File: src/rtl/chart_sequencer.sv
// Chart sequencer: plays a step-chart ROM at a fixed number of frame ticks per
// row and hands each non-empty row to the arrow field on a valid/ready handshake.
module chart_sequencer #(
    parameter int ROM_AW        = 10,
    parameter int TICKS_PER_ROW = 8
) (
    input  logic              Clk,
    input  logic              reset,
    input  logic              frame_clk,
    input  logic              start,
    input  logic              pause,
    output logic [ROM_AW-1:0] rom_addr,
    input  logic [7:0]        rom_data,
    output logic              spawn_valid,
    output logic [3:0]        spawn_lanes,
    input  logic              spawn_ready,
    output logic              busy,
    output logic              done,
    output logic [ROM_AW-1:0] row_count,
    output logic              overflow
);

    typedef enum logic [2:0] {IDLE, READ, EVAL, HOLD, WAIT, DONE} state_t;

    localparam logic [ROM_AW-1:0] ADDR_MAX  = '1;
    localparam logic [7:0]        TICK_LAST = 8'(TICKS_PER_ROW - 1);

    state_t     state, state_nx;
    logic       frame_clk_d, fe, tick, row_due, row_pend;
    logic [7:0] tick_cnt;
    logic       go, count_row, load_spawn, drop_spawn, set_ovf;
    logic       adv, step_addr, consume_pend, finish;
    logic [2:0] rsvd_unused;

    assign rsvd_unused = rom_data[7:5];

    assign fe      = frame_clk & ~frame_clk_d;
    assign tick    = fe & ~pause & busy;
    assign row_due = tick && (tick_cnt == TICK_LAST);

    always_ff @(posedge Clk) begin
        if (!reset) state <= IDLE;
        else        state <= state_nx;
    end

    always_comb begin
        state_nx     = state;
        go           = 1'b0;
        count_row    = 1'b0;
        load_spawn   = 1'b0;
        drop_spawn   = 1'b0;
        set_ovf      = 1'b0;
        adv          = 1'b0;
        step_addr    = 1'b0;
        consume_pend = 1'b0;
        finish       = 1'b0;
        case (state)
            IDLE, DONE: begin
                if (start) begin
                    go       = 1'b1;
                    state_nx = READ;
                end
            end
            READ: state_nx = EVAL;
            EVAL: begin
                if (rom_data[4]) begin
                    finish   = 1'b1;
                    state_nx = DONE;
                end else begin
                    count_row = 1'b1;
                    if (rom_data[3:0] != 4'd0) begin
                        load_spawn = 1'b1;
                        state_nx   = HOLD;
                    end else begin
                        state_nx = WAIT;
                    end
                end
            end
            HOLD: begin
                // A ready that coincides with the deadline still counts as accepted.
                if (spawn_ready || row_due) begin
                    drop_spawn = 1'b1;
                    if (row_due) begin
                        set_ovf = ~spawn_ready;
                        adv     = 1'b1;
                    end else begin
                        state_nx = WAIT;
                    end
                end
            end
            WAIT: begin
                if (row_due || row_pend) begin
                    consume_pend = 1'b1;
                    adv          = 1'b1;
                end
            end
            default: state_nx = IDLE;
        endcase
        if (adv) begin
            if (rom_addr == ADDR_MAX) begin
                finish   = 1'b1;
                state_nx = DONE;
            end else begin
                step_addr = 1'b1;
                state_nx  = READ;
            end
        end
    end

    always_ff @(posedge Clk) begin
        if (!reset) begin
            frame_clk_d <= 1'b0;
            tick_cnt    <= 8'd0;
            row_pend    <= 1'b0;
            rom_addr    <= '0;
            row_count   <= '0;
            overflow    <= 1'b0;
            busy        <= 1'b0;
            done        <= 1'b0;
            spawn_valid <= 1'b0;
            spawn_lanes <= 4'd0;
        end else begin
            frame_clk_d <= frame_clk;

            if (go)        tick_cnt <= 8'd0;
            else if (tick) tick_cnt <= row_due ? 8'd0 : tick_cnt + 8'd1;

            // A deadline that lands while a row is still being fetched is remembered.
            if (go)                                              row_pend <= 1'b0;
            else if (row_due && state != WAIT && state != HOLD) row_pend <= 1'b1;
            else if (consume_pend)                              row_pend <= 1'b0;

            if (go) begin
                rom_addr  <= '0;
                row_count <= '0;
                overflow  <= 1'b0;
                done      <= 1'b0;
                busy      <= 1'b1;
            end
            if (step_addr) rom_addr <= rom_addr + 1'b1;
            if (count_row && row_count != ADDR_MAX) row_count <= row_count + 1'b1;
            if (set_ovf) overflow <= 1'b1;

            if (load_spawn) begin
                spawn_valid <= 1'b1;
                spawn_lanes <= rom_data[3:0];
            end else if (drop_spawn) begin
                spawn_valid <= 1'b0;
            end

            if (finish) begin
                busy <= 1'b0;
                done <= 1'b1;
            end
        end
    end

endmodule

File: config.mk
export PLATFORM = sky130hd
export DESIGN_NAME = chart_sequencer
export DESIGN_NICKNAME = d
export VERILOG_FILES = /design/src/rtl/chart_sequencer.sv
export SDC_FILE = /design/constraint.sdc
export NUM_CORES = 1
export LEC_CHECK = 0
export BUFFER_PORTS_ARGS = -buffer_cell sky130_fd_sc_hd__buf_4
export CAP_MARGIN = 20
export CORE_ASPECT_RATIO = 0.6
export CORE_UTILIZATION = 57
export CTS_BUF_LIST = sky130_fd_sc_hd__clkbuf_8
export CTS_CLUSTER_DIAMETER = 40
export CTS_CLUSTER_SIZE = 20
export DETAILED_ROUTE_END_ITERATION = 10
export GPL_TIMING_DRIVEN = 1
export MAX_ROUTING_LAYER = met4
export PLACE_DENSITY = 0.82
export SYNTH_ARGS = -nofsm -noshare
export SYNTH_HDL_FRONTEND = slang
export SYNTH_SLANG_ARGS = --single-unit
File: constraint.sdc
create_clock -name Clk -period 2.4 [get_ports Clk]
set_clock_uncertainty 0.2 [all_clocks]
set_input_delay 0.12 -clock Clk [delete_from_list [all_inputs] [get_ports Clk]]
set_output_delay 0.12 -clock Clk [all_outputs]
set_load 0.05 [all_outputs]
==> results.ini, run 1 <==
[routing]
drt_iter0_drc = 105
drc = 0
wl_per_cell_um = 14.2
first_pass_iters = 4
ant_nets = 0
viasPerCell = 5.80
vias = 1901
drt_wl_total_mm = 4.65

[setup_path]
worstPathArrival_ns = 2.19
cp_slowest_cell = or4_4
path_buf_inv = 0
end_kind = flop
crit_type = flop to flop
worstPathCellList = or4_4, nor4_4, o21a_2, nor2_2, a211o_1
cpPeakStageDelay_ns = 0.56
worstPathRequired_ns = 2.39
cp_top_family = simple AND/OR/NAND/NOR gates
startpoint_type = flop
cp_max_fo = 7

[timing]
rsz0062_at_grt = no
period_share_pct = 91.8
fmax_mhz = 454
hold_violations = 0
holdWs_ns = 0.00434
worst_slew_pin_slew_ns = 0.469
drv_slew = 0
min_period_ns = 2.20
slew_headroom_pct = 68.7
fin_tns_setup_ns = 0
setup_viol = 0

[yosys]
avgSynthCellArea_um2 = 8.99
synth_top_cell_by_area = dfxtp_1
yosys.area_share.simple_pct = 31.3
ys_types = 62
synth_top_area_share_pct = 39.2
synth-edff-count = 0
synthXorXnorAreaFrac_pct = 5.02
synth_flop_cell = dfxtp_1
ys_top_cells_by_area = dfxtp_1 39%, nand2_1 3.9%, nor2_1 3.9%
mappedNetlistArea_um2 = 2090
synth_nets = 250
synthAdderAreaFrac_pct = 1.79
syn_inst = 233
async_flop_share_pct = 0
synth.area.mux_share_pct = 0
ys_ff_latch = 41
ys_seq_area_share_pct = 39.2
synthTopCellsByCount = 41 x dfxtp_1, 22 x nand2_1, 22 x nor2_1
yosysMostFrequentCell = dfxtp_1
synth_top_family_by_area = simple AND/OR/NAND/NOR gates
yosysWarnings = 0
synth_compound_area_share_pct = 19.3

[cts]
clock_latency_ns = 0.30
cts_num_sinks = 41
htree_levels = 2
clk_pin_slew_ns = 0.08
cts_tree = done
cts_max_path_buffers = 2
numCtsBuffers = 5
cts_hold_buf = 9
cts-resized-gates = 0
root_buffer = clkbuf_8
cts_setup_buffers = 0

[placement]
port_buffers = 38
hpwl_mm = 3.21
finalWeightedCongestion = 0.849

[die]
design.core.area_um2 = 3380
die_h_um = 49.0
die-area_um2 = 3930
start_util_pct = 61.9
die_x_um = 80.3
rows = 16
io_pins = 42

[global_routing]
grt_start_max_net_pins = 19
grt_pass1_wl_mm = 7.83
grt_usage_pct = 27.0
first_global_vias = 1681
overflow = 0
antenna_found_initial = 0

[outcome]
status = finished clean

[final_layout]
antenna_cells = 0
layout.nets = 299
area_growth_pct = 23.0
drive_gt1_share_pct = 23.7

[hold_path]
min_path_type = input pin to flop

[pwr]
p_leak_uw = 0.00105
pwr_density_cell_nw_per_um2 = 488
peakVddDrop_uv = 474

[job]
cap_violations = 0

## placed cells by master (no fill, tap or decap), types with 2 or more instances in the layout
cell / count
buf_4: 43
dfxtp_1: 41
nand2_1: 22
nor2_1: 22
nand3_1: 12
a21oi_1: 11
xor2_1: 9
dlygate4sd3_1: 9
nor3_1: 8
nand4_1: 7
o21ai_0: 7
a22oi_1: 5
clkbuf_8: 5
inv_1: 4
nand3b_1: 4
and2_1: 4
nor2b_1: 4
xnor2_1: 3
and3_1: 3
nor4_1: 3
o2bb2ai_1: 3
a21o_1: 3
ha_1: 3
o211ai_1: 2
or2_2: 2
o31a_1: 2
a32oi_1: 2
o211a_1: 2
a21boi_0: 2
and4_1: 2
nor3b_1: 2
a21boi_1: 2
a211o_1: 2
o22ai_1: 2
## where the power goes
part,switching [µW],internal [µW]
clock network,234,194
registers,15.3,688
logic,70.7,56.2
total,320,938
## cell type report
type	instances	area, µm²
well taps	45	56.3
fillers	259	807
clock inverters	3	11.3
flip-flops and latches	41	821
clock buffers	5	68.8
repair buffers	52	413
multi-input cells	181	1200
inverters	1	3.75
## state kept, by name (all words and copies together) (netlist names)
| name | count |
|---|---|
| busy | 1 |
| done | 1 |
| frame_clk_d | 1 |
| overflow | 1 |
| rom_addr | 10 |
| row_count | 10 |
| row_pend | 1 |
| spawn_lanes | 4 |
| spawn_valid | 1 |
| state | 3 |
| tick_cnt | 8 |
## cell families (layout without fill, tap and decap cells)
logic type      count (synthesis)  after routing
compound gates                 55             55
xor+xnor                       12             12
fa+ha+maj                       3              3
buf+inv                        11             61
flops                          41             41
simple gates                  111            111
## per-stage QoR
stage | utilization [%] | total power [µW] | instances | cell area (µm²) | worst slack, ns
floorplan | - | 795 | 233 | 2090 | 0.0367
global placement | 71.1 | 831 | 311 | 2410 | 0.223
detailed placement | 71.1 | 832 | 311 | 2410 | 0.208
CTS | 76.1 | 1270 | 328 | 2580 | 0.201
global route | 76.1 | 1310 | 328 | 2580 | 0.0898
finish | 76.1 | 1260 | 328 | 2580 | 0.197
## routing by layer
metal  vias to the layer above  share of wire (%)  global-route usage [%]
li1                        965                  -                       -
met5                         -                  0                       -
met1                       861                 51                    38.8
met2                        69                 41                    37.3
met4                         0               0.77                    8.93
met3                         6                7.0                    6.17
## worst paths after layout
| kind | cells after the start | slack [ns] | from | to |
|---|---|---|---|---|
| worst max-delay path | 5 | 0.20 | tick_cnt[3] | rom_addr[7] |
| worst min-delay path | 3 | 0.004 | start | state[1] |
| worst max register to register | 5 | 0.20 | tick_cnt[3] | rom_addr[7] |
| worst min register to register | 2 | 0.28 | done | done |
## worst reg2reg max path: stages (launching register included)
cell and delay [ns]:
dfxtp_1 0.36, or4_4 0.56, nor4_4 0.29, o21a_2 0.29
nor2_2 0.11, a211o_1 0.31
No activity file was read; power rests on OpenSTA's default activity.
==> inputs of run 2 (changes only) <==
CAP_MARGIN = 5   (was 20)
HOLD_SLACK_MARGIN = 0.12   (was unset)
==> run 2 against run 1 <==
- sequential power hardly changed
- via count is 0.58% higher
- critical path depth grew 2
- cell count grew 0.91%
- critical endpoint is now state[2]
==> results.ini, run 2 (synthesis gave the netlist of run 1 again) <==
[global_routing]
first_global_vias = 1696  ; was 1,681
overflow = 0  ; unchanged
antenna_found_initial = 0  ; unchanged
grt_usage_pct = 27.4  ; was 27.0%
grt_start_max_net_pins = 19  ; unchanged
grt_pass1_wl_mm = 7.90  ; was 7.83 mm

[setup_path]
startpoint_type = input pin  ; was flop
worstPathArrival_ns = 2.28  ; was 2.19 ns
end_kind = flop  ; unchanged
worstReg2RegStart = tick_cnt[3]  ; unchanged
crit_type = input pin to flop  ; was flop to flop
r2r_end = rom_addr[7]  ; unchanged
cp_max_fo = 4  ; was 7
reg2reg_slack_ns = 0.20  ; about the same
worstPathRequired_ns = 2.43  ; was 2.39 ns
r2r_cells = 5  ; unchanged

[cts]
cts_setup_buffers = 0  ; unchanged
cts_max_path_buffers = 2  ; unchanged
cts_num_sinks = 41  ; unchanged
clock_latency_ns = 0.30  ; about the same
clk_pin_slew_ns = 0.08  ; about the same
htree_levels = 2  ; unchanged
root_buffer = clkbuf_8  ; unchanged
numCtsBuffers = 5  ; unchanged
cts_tree = done  ; unchanged

[die]
die_x_um = 80.3  ; unchanged
io_pins = 42  ; unchanged
die-area_um2 = 3930  ; unchanged
rows = 16  ; unchanged
design.core.area_um2 = 3380  ; unchanged
start_util_pct = 61.9  ; unchanged
die_h_um = 49.0  ; unchanged

[timing]
finalWorstSetupSlack_ns = 0.144  ; was 0.197 ns
rsz0062_at_grt = no  ; unchanged
drv_slew = 0  ; unchanged
slew_headroom_pct = 68.3  ; was 68.7%
fmax_mhz = 443  ; was 454 MHz
hold_violations = 0  ; unchanged
fin_tns_setup_ns = 0  ; unchanged
period_share_pct = 94.0  ; was 91.8%
worst_slew_pin_slew_ns = 0.475  ; was 0.469 ns
setup_viol = 0  ; unchanged
min_period_ns = 2.26  ; was 2.20 ns

[placement]
finalWeightedCongestion = 0.849  ; unchanged
place_inst = 311  ; unchanged
hpwl_mm = 3.21  ; unchanged
port_buffers = 38  ; unchanged
dp_slack_ns = 0.208  ; unchanged

[pwr]
power.total_uw = 1270  ; was 1260 µW
p_leak_uw = 0.00106  ; was 0.00105 µW
pwr_density_cell_nw_per_um2 = 485  ; was 488 nW/µm²
peakVddDrop_uv = 483  ; was 474 µV

[routing]
vias = 1912  ; was 1,901
viasPerCell = 5.78  ; was 5.80
drc = 0  ; unchanged
ant_nets = 0  ; unchanged
first_pass_iters = 4  ; unchanged
drt_wl_total_mm = 4.73  ; was 4.65 mm
wl_per_cell_um = 14.3  ; was 14.2 µm
drt_iter0_drc = 111  ; was 105

[final_layout]
area_growth_pct = 24.6  ; was 23.0%
final_common_cell = buf_4  ; unchanged
layout.nets = 302  ; was 299
layout_common_cells = 43 x buf_4, 41 x dfxtp_1, 22 x nand2_1, 22 x nor2_1  ; was 43 x buf_4, 41 x dfxtp_1, 22 x nand2_1, 22 x nor2_1, 12 x nand3_1
largestRegisters = rom_addr: 10 flops, row_count: 10 flops, tick_cnt: 8 flops  ; unchanged
drive_gt1_share_pct = 23.8  ; was 23.7%
final-instance-count-excl-fill = 331  ; was 328
antenna_cells = 0  ; unchanged

[job]
cap_violations = 0  ; unchanged

[outcome]
status = finished clean  ; unchanged

[hold_path]
min_path_type = flop to flop  ; was input pin to flop
holdPathEnd = spawn_valid  ; was state[1]
hold_start = spawn_valid  ; was start
hold_depth = 2  ; was 3

[run 2: changes by cell type in the layout (fill, tap and decap cells not counted)]
cell,change
or4_1,-1
dlygate4sd3_1,+3
or4_4,+1
[run 2: report_power, final]
part	internal, µW	switching [µW]
Combinational	59.5	72.1
Sequential	688	15.3
Clock	194	238
[run 2: what timing repair did]
action / 4_1_cts / 5_1_grt
hold buffers: 12 / 0
endpoints found under the setup margin: 0 / 1
hold endpoints to repair: 20 / 0
resized for setup: 0 / 1
[run 2: worst max path at each step]
stage / endpoint / slack, ns / from
final: state[2] / 0.14 / rom_data[1]
after global placement: rom_addr[7] / 0.22 / tick_cnt[3]
after global routing: state[2] / 0.06 / rom_data[1]
after floorplan: rom_addr[7] / 0.04 / rom_addr[0]
after detailed placement: rom_addr[7] / 0.21 / tick_cnt[3]
after CTS: state[2] / 0.10 / rom_data[1]
[run 2: layer usage]
layer	track usage, %	share of wire, %	vias up
met1	39.0	53	870
met4	9.82	1.2	0
met2	37.7	40	63
met3	6.17	5.5	8
met5	-	0	-
li1	-	-	971
[run 2: area by class of cell]
class	instances	area, µm²
Fill cell	255	773
Multi-Input combinational cell	181	1210
Sequential cell	41	821
Inverter	1	3.75
Timing Repair Buffer	55	443
Tap cell	45	56.3
Clock buffer	5	68.8
Clock inverter	3	11.3
[run 2: critical path, cell delays in order]
cell           delay, ns
dlygate4sd3_1       0.53
buf_4               0.14
or4_4               0.55
a21oi_1             0.16
o21ai_0             0.10
dlygate4sd3_1       0.57
nor3_1              0.11
[run 2: through the flow]
step | hold WS, ns | utilization, % | cell area, µm²
floorplan | 0.0417 | - | 2090
global placement | 0.164 | 71.1 | 2410
detailed placement | 0.172 | 71.1 | 2410
CTS | 0.270 | 77.0 | 2610
global route | 0.322 | 77.1 | 2610
finish | 0.282 | 77.1 | 2610
